### src/rtl/diagram_memory_arbiter.sv
// Single-port diagram/logo memory arbiter: scan-out reads always win, host writes drain from a FIFO during blanking.
// Optional statistics outputs (stall_count, overflow_count) are enabled by defining DIAGRAM_ARB_STATS_EN.
module diagram_memory_arbiter #(
  parameter int ADDR_WIDTH    = 10,
  parameter int DATA_WIDTH    = 8,
  parameter int FIFO_DEPTH    = 4,
  parameter int SETTLE_CYCLES = 2
) (
  input  logic                  clock,
  input  logic                  reset,
  input  logic                  video_de,
  input  logic                  rd_req,
  input  logic [ADDR_WIDTH-1:0] rd_addr,
  output logic                  rd_valid,
  output logic [DATA_WIDTH-1:0] rd_data,
  input  logic                  wr_valid,
  output logic                  wr_ready,
  input  logic [ADDR_WIDTH-1:0] wr_addr,
  input  logic [DATA_WIDTH-1:0] wr_data,
  output logic                  mem_en,
  output logic                  mem_we,
  output logic [ADDR_WIDTH-1:0] mem_addr,
  output logic [DATA_WIDTH-1:0] mem_wdata,
  input  logic [DATA_WIDTH-1:0] mem_rdata,
  output logic                  fifo_empty
`ifdef DIAGRAM_ARB_STATS_EN
  ,
  output logic [15:0]           stall_count,
  output logic [15:0]           overflow_count
`endif
);

  localparam int PTR_W = $clog2(FIFO_DEPTH);
  localparam int CNT_W = PTR_W + 1;
  localparam logic [3:0] SETTLE_LOAD = (SETTLE_CYCLES > 0) ? 4'(SETTLE_CYCLES - 1) : 4'd0;

  typedef enum logic [1:0] {LOCKED, SETTLE, OPEN} state_t;

  state_t                state;
  logic [3:0]            settle_cnt;
  logic [PTR_W-1:0]      wr_ptr;
  logic [PTR_W-1:0]      rd_ptr;
  logic [CNT_W-1:0]      count;
  logic [ADDR_WIDTH-1:0] fifo_addr [FIFO_DEPTH];
  logic [DATA_WIDTH-1:0] fifo_data [FIFO_DEPTH];
  logic [DATA_WIDTH-1:0] rd_data_q;
  logic                  push;
  logic                  pop;

  assign wr_ready   = (count != CNT_W'(FIFO_DEPTH));
  assign fifo_empty = (count == '0);
  assign push       = wr_valid && wr_ready;
  // Permission uses the registered state, so the cycle video_de rises may still retire one write.
  assign pop        = !rd_req && (state == OPEN) && !fifo_empty;

  // Memory data is valid during the rd_valid cycle; hold the last captured word otherwise.
  assign rd_data = rd_valid ? mem_rdata : rd_data_q;

  always_ff @(posedge clock) begin
    if (push) begin
      fifo_addr[wr_ptr] <= wr_addr;
      fifo_data[wr_ptr] <= wr_data;
    end
  end

  always_ff @(posedge clock) begin
    if (reset) begin
      state      <= LOCKED;
      settle_cnt <= '0;
      wr_ptr     <= '0;
      rd_ptr     <= '0;
      count      <= '0;
      mem_en     <= 1'b0;
      mem_we     <= 1'b0;
      mem_addr   <= '0;
      mem_wdata  <= '0;
      rd_valid   <= 1'b0;
      rd_data_q  <= '0;
    end else begin
      case (state)
        LOCKED: begin
          if (!video_de) begin
            if (SETTLE_CYCLES == 0) begin
              state <= OPEN;
            end else begin
              state      <= SETTLE;
              settle_cnt <= SETTLE_LOAD;
            end
          end
        end
        SETTLE: begin
          if (video_de) begin
            state <= LOCKED;
          end else if (settle_cnt == 4'd0) begin
            state <= OPEN;
          end else begin
            settle_cnt <= settle_cnt - 4'd1;
          end
        end
        OPEN: begin
          if (video_de) state <= LOCKED;
        end
        default: state <= LOCKED;
      endcase

      mem_en <= rd_req || pop;
      mem_we <= pop;
      if (rd_req) begin
        mem_addr <= rd_addr;
      end else if (pop) begin
        mem_addr  <= fifo_addr[rd_ptr];
        mem_wdata <= fifo_data[rd_ptr];
      end

      if (push) wr_ptr <= wr_ptr + 1'b1;
      if (pop)  rd_ptr <= rd_ptr + 1'b1;
      case ({push, pop})
        2'b10:   count <= count + 1'b1;
        2'b01:   count <= count - 1'b1;
        default: count <= count;
      endcase

      rd_valid <= mem_en && !mem_we;
      if (rd_valid) rd_data_q <= mem_rdata;
    end
  end

`ifdef DIAGRAM_ARB_STATS_EN
  always_ff @(posedge clock) begin
    if (reset) begin
      stall_count    <= '0;
      overflow_count <= '0;
    end else begin
      if (!fifo_empty && ((state != OPEN) || rd_req) && (stall_count != 16'hFFFF))
        stall_count <= stall_count + 16'd1;
      if (wr_valid && !wr_ready && (overflow_count != 16'hFFFF))
        overflow_count <= overflow_count + 16'd1;
    end
  end
`endif

endmodule

### config.mk
export PLATFORM = sky130hd
export DESIGN_NAME = diagram_memory_arbiter
export DESIGN_NICKNAME = d
export VERILOG_FILES = /design/src/rtl/diagram_memory_arbiter.sv
export SDC_FILE = /design/constraint.sdc
export NUM_CORES = 1
export LEC_CHECK = 0
export ABC_CLOCK_PERIOD_IN_PS = 4300
export CORE_AREA = 2 2 97 99
export CTS_CLUSTER_DIAMETER = 50
export DETAILED_ROUTE_END_ITERATION = 12
export DIE_AREA = 0 0 99 101
export PLACE_DENSITY = 0.77
export SKIP_CTS_REPAIR_TIMING = 1
export SYNTH_ARGS = -nofsm -noshare
export SYNTH_HDL_FRONTEND = slang
export SYNTH_SLANG_ARGS = --single-unit
### constraint.sdc
create_clock -name clock -period 4.3 [get_ports clock]
set_clock_uncertainty 0.1 [all_clocks]
set_input_delay 0.645 -clock clock [delete_from_list [all_inputs] [get_ports clock]]
set_output_delay 0.645 -clock clock [all_outputs]
set_load 0.005 [all_outputs]
==> results.py, run 1 <==
metrics = {
    "synth": {
        "ys_ff_latch": 116,
        "ys_async_sr_fraction": 0,
        "seq_area_frac_synth": 0.663,
        "postSynthCellCount": 310,
        "syn_nets": 359,
        "syn_avg_cell_area_sq_um": 14.8,
        "yosys_warnings": 0,
        "syn_area_sq_um": 4590,
        "synth.distinct_cells": 45,
        "synth_edf_count": 72,
        "ys.flop_type": "edfxtp_1",
    },
    "setup_path": {
        "r2r_slack_ps": 1470,
        "reg2regPathDepth": 9,
        "cp-end-kind": "primary output",
        "crit-reg2reg-launch": "count[0]",
        "path_class": "reg2out",
        "worstPathArrival_ps": 2480,
        "rr_endpoint": "count[2]",
        "crit_path_start_kind": "flip-flop",
        "required_ps": 3560,
        "cp_max_fo": 19,
    },
    "global_route": {
        "grt_pass1_wl_microns": 15000,
        "grt_pass1_vias": 3074,
        "met1_usage": 0.227,
        "grt_remaining_overflow": 0,
        "grt_use_met3": 0.0548,
        "track_usage": 0.198,
        "antenna_found_initial": 0,
        "grt_start_max_net_pins": 23,
        "grt_busiest_layer": "met2",
        "grt_use_met2": 0.354,
    },
    "routing": {
        "remaining_drc_errors": 0,
        "detail-route-antenna-nets": 0,
        "wirelength_microns": 9410,
        "first_iter_violations": 189,
        "wire_per_inst_microns": 18.6,
        "vias": 2919,
        "drt-pass1-iter-count": 5,
        "drt-vias-per-instance": 5.76,
    },
    "sta": {
        "slew_violations": 0,
        "rsz0062_at_grt": "no",
        "final_hold_viol_count": 0,
        "setup_viol": 0,
        "fin_crit_ps": 3230,
        "max_freq_ghz": 0.310,
        "slew_headroom": 0.322,
        "fin_crit_sh": 0.750,
        "worst_pin_slew_ps": 1020,
        "tns_ps": 0,
    },
    "power": {
        "finalPower_w": 0.00281,
        "power_switching_w": 0.000641,
        "peakVddDrop_v": 0.000329,
        "pwr-share-clk": 0.483,
        "power_density_nw_per_um2": 473,
        "intPower_w": 0.00217,
        "seqPwrFrac": 0.445,
        "p_sw_frac": 0.228,
        "p_leak_nw": 2.08,
        "combinationalPowerShare": 0.072,
    },
    "worst_hold_path": {
        "worstHoldPathType": "reg2reg",
        "min_path_cells": 1,
        "min_from": "mem_we",
        "min_to": "rd_valid",
    },
    "place": {
        "gp_congestion": 0.743,
        "io_buffers": 71,
        "hpwl_microns": 6020,
    },
    "cts": {
        "insertion_delay_ps": 510,
        "clk_pin_slew_worst_paths_ps": 60,
        "cts_buffer_depth": 2,
        "cts_inserted_buffers": 17,
        "cts_tree": "yes",
        "htreeDepth": 4,
        "cts_root_buffer": "clkbuf_8",
        "numClockSinks": 116,
    },
    "die": {
        "start_util": 0.511,
        "dieArea_sq_um": 10000,
        "io_pins": 72,
        "coreArea_sq_um": 8980,
        "die_x_microns": 99,
        "rows": 35,
        "die_height_microns": 101,
    },
    "status": {
        "status": "complete, no violations",
    },
    "final_layout": {
        "num_antenna_cells": 0,
        "area_delta_synth_final_pct": 29.7,
        "nNetsFinal": 432,
        "drive_gt1_frac": 0.192,
        "final_common_cell": "edfxtp_1",
        "most-common-layout-cells": "edfxtp_1 (72), clkdlybuf4s50_1 (71), dfxtp_1 (44), mux2_2 (22), a21oi_1 (20)",
    },
    "run": {
        "cap_violations": 0,
    },
}
-- state kept, by name, summed over array words and instances (netlist names), 2 cells and up, named ones only --
signal / count
mem_addr: 10
wr_ptr: 2
rd_ptr: 2
fifo_data: 32
mem_wdata: 8
state: 2
settle_cnt: 4
rd_data_q: 8
fifo_addr: 40
count: 3
-- per-stage QoR --
step	std cells	worst slack (ps)	cell area (sq um)	utilization	hold slack [ps]
2_1_floorplan	310	1680	4590	-	323
6_report	507	1070	5950	0.662	330
5_1_grt	507	973	5950	0.662	347
3_3_place_gp	475	997	5360	0.597	308
4_1_cts	507	1080	5950	0.662	328
3_5_place_dp	475	886	5360	0.597	319
-- synthesized netlist by cell type (2+ instances only) --
cell type / n / area (sq um)
a21oi_1: 20 / 100
xor2_1: 2 / 17.5
a222oi_1: 7 / 70.1
ha_1: 7 / 87.6
mux4_2: 11 / 248
o21ai_0: 10 / 50.1
a211oi_1: 12 / 90.1
nand3_1: 10 / 50.1
and3_1: 4 / 25.0
inv_1: 15 / 56.3
edfxtp_1: 72 / 2160
or3b_2: 3 / 26.3
a21o_1: 3 / 22.5
and2_1: 6 / 37.5
buf_2: 8 / 40.0
or3_1: 5 / 31.3
nor2b_1: 5 / 31.3
nor2_1: 8 / 30.0
o221a_1: 2 / 22.5
clkbuf_1: 9 / 33.8
a211oi_2: 2 / 25.0
nand2_1: 2 / 7.51
mux2_2: 22 / 248
dfxtp_1: 44 / 881
-- power groups by stage --
stage	Combinational [W]	Clock (W)	Sequential, W
6_report	0.000203	0.00136	0.00125
5_1_grt	0.000221	0.00144	0.00125
4_1_cts	0.000205	0.00138	0.00125
3_5_place_dp	0.000204	0	0.00127
3_3_place_gp	0.000197	0	0.00127
2_1_floorplan	0.000107	0	0.00127
-- logic make-up after synthesis --
| logic type | count (synthesis) | share of synthesized area |
|---|---|---|
| DFF | 116 | 0.663 |
| AOI/OAI and AO/OA | 63 | 0.0968 |
| and+or+nand+nor | 53 | 0.0707 |
| buffers and inverters | 34 | 0.0316 |
| muxes | 34 | 0.110 |
| adders and majority gates | 8 | 0.0235 |
| xor gates and xnor gates | 2 | 0.00382 |
-- worst max-delay path, cell delays in order (launching register included) --
cell	delay, ps
dfxtp_1	340
or3_1	690
inv_1	370
clkdlybuf4s50_1	560
-- routing by layer --
layer,vias up,share of wire
met2,106,0.53
met5,-,0
met1,1453,0.39
li1,1343,-
met3,17,0.061
met4,0,0.014
-- final cells by class --
cell class                      count  area, sq um
Sequential cell                   116         3040
Fill cell                         636         3030
Multi-Input combinational cell    160         1400
Timing Repair Buffer               73          726
Clock buffer                       17          414
Clock inverter                     15          170
Tap cell                          111          139
Inverter                           15         56.3
-- worst max path at each step --
stage / start / to / slack (ps) / depth (start not counted)
4_1_cts: count[0] / fifo_empty / 1080 / 3
3_5_place_dp: rd_req / count[2] / 890 / 10
2_1_floorplan: rd_req / count[2] / 1680 / 9
3_3_place_gp: rd_req / count[2] / 1000 / 10
5_1_grt: count[0] / fifo_empty / 970 / 3
6_report: count[0] / fifo_empty / 1070 / 3
No activity file was read; power rests on OpenSTA's default activity.
==> inputs of run 2 (changes only) <==
Settings changed: ABC_CLOCK_PERIOD_IN_PS 4300 to 3100.
Clock period 4.3 ns to 3.1 ns, I/O delays scaled along.
==> results.py, run 2 (same netlist as run 1, synthesis figures left out) <==
metrics = {
    "final_layout": {
        "nNetsFinal": 440,
        "area_delta_synth_final_pct": 32.3,
        "most-common-layout-cells": "edfxtp_1 (72), clkdlybuf4s50_1 (71), dfxtp_1 (44), mux2_2 (22), a21oi_1 (20)",
        "final_util": 0.676,
        "final_common_cell": "edfxtp_1",
        "num_antenna_cells": 0,
        "nFillCells": 603,
        "top_regs": "fifo_addr x40, fifo_data x32, mem_addr x10",
        "largest-register": "fifo_addr",
        "register_area_sq_um": 3040,
        "drive_gt1_frac": 0.208,
        "largest_reg_flops": 40,
        "postLayoutCellArea_sq_um": 6070,
        "multiInputGateArea_sq_um": 1400,
    },
    "cts": {
        "htreeDepth": 4,
        "cts_root_buffer": "clkbuf_8",
        "cts_buffer_depth": 2,
        "cts_inserted_buffers": 17,
        "cts_tree": "yes",
        "insertion_delay_ps": 510,
        "numClockSinks": 116,
        "clk_pin_slew_worst_paths_ps": 60,
    },
    "place": {
        "hpwl_microns": 5940,
        "gp_congestion": 0.836,
        "io_buffers": 71,
        "placed_area_sq_um": 5420,
    },
    "sta": {
        "max_freq_ghz": 0.346,
        "fin_crit_ps": 2890,
        "tns_ps": 0,
        "worst_pin_slew_ps": 824,
        "slew_headroom": 0.450,
        "fin_crit_sh": 0.933,
        "slew_violations": 0,
        "hold_slack_ps": 323,
        "final_hold_viol_count": 0,
        "setup_viol": 0,
        "rsz0062_at_grt": "no",
    },
    "global_route": {
        "antenna_found_initial": 0,
        "grt_pass1_vias": 2985,
        "grt_pass1_wl_microns": 15300,
        "track_usage": 0.204,
        "grt_remaining_overflow": 0,
        "grt_start_max_net_pins": 22,
    },
    "die": {
        "start_util": 0.511,
        "dieArea_sq_um": 10000,
        "io_pins": 72,
        "die_height_microns": 101,
        "coreArea_sq_um": 8980,
        "rows": 35,
        "die_x_microns": 99,
    },
    "routing": {
        "vias": 2931,
        "detail-route-antenna-nets": 0,
        "wire_per_inst_microns": 18.7,
        "remaining_drc_errors": 0,
        "drt-pass1-iter-count": 4,
        "wirelength_microns": 9640,
        "first_iter_violations": 156,
        "drt-vias-per-instance": 5.69,
    },
    "setup_path": {
        "required_ps": 2530,
        "path_class": "reg2out",
        "worstPathArrival_ps": 2330,
        "crit_path_start_kind": "flip-flop",
        "cp_max_fo": 18,
        "cp-end-kind": "primary output",
    },
    "status": {
        "status": "complete, no violations",
    },
    "power": {
        "p_leak_nw": 2.14,
        "peakVddDrop_v": 0.000564,
        "finalPower_w": 0.00412,
        "power_density_nw_per_um2": 680,
    },
    "run": {
        "cap_violations": 0,
    },
    "worst_hold_path": {
        "worstHoldPathType": "reg2reg",
    },
}
==> run 2: worst max-delay path, cell delays in order (launching register included) <==
cell,delay [ps]
dfxtp_1,340
or3_1,420
buf_4,230
inv_1,260
clkdlybuf4s50_1,560
==> run 2: routing by layer <==
layer,vias to the layer above,global-route usage,share of wire
li1,1366,-,-
met1,1458,0.237,0.42
met2,92,0.346,0.52
met3,15,0.0583,0.052
met4,0,0.105,0.017
met5,-,0,0
==> run 2: report_power, final <==
| group | internal (W) | leakage (nW) | switching [W] |
|---|---|---|---|
| Sequential | 0.00170 | 1.02 | 0.0000294 |
| Clock | 0.00139 | 0.297 | 0.000706 |
| Combinational | 0.000154 | 0.822 | 0.000140 |
==> run 2: layout make-up <==
class,count,area share
clock buffers,17,0.0682
well taps,111,0.0229
repair buffers,81,0.129
clock inverters,15,0.0381
multi-input cells,160,0.231
inverters,15,0.00928
flip-flops and latches,116,0.501
==> run 2: final timing paths <==
kind / depth (start not counted) / slack (ps) / startpoint / to
max: 4 / 210 / count[0] / fifo_empty
min: 1 / 320 / mem_we / rd_valid
max reg2reg: 8 / 610 / count[0] / count[2]
min reg2reg: 1 / 320 / mem_we / rd_valid
==> run 2: stage by stage <==
step	setup slack, ps	instances
floorplan	660	310
global placement	386	483
detailed placement	239	483
CTS	244	515
global route	121	515
finish	208	515
==> inputs of run 3 (changes only) <==
Settings changed: CAP_MARGIN set to 5.
==> results of run 3 <==
Same layout as run 2: the final DEF is identical, and so are final timing and power.
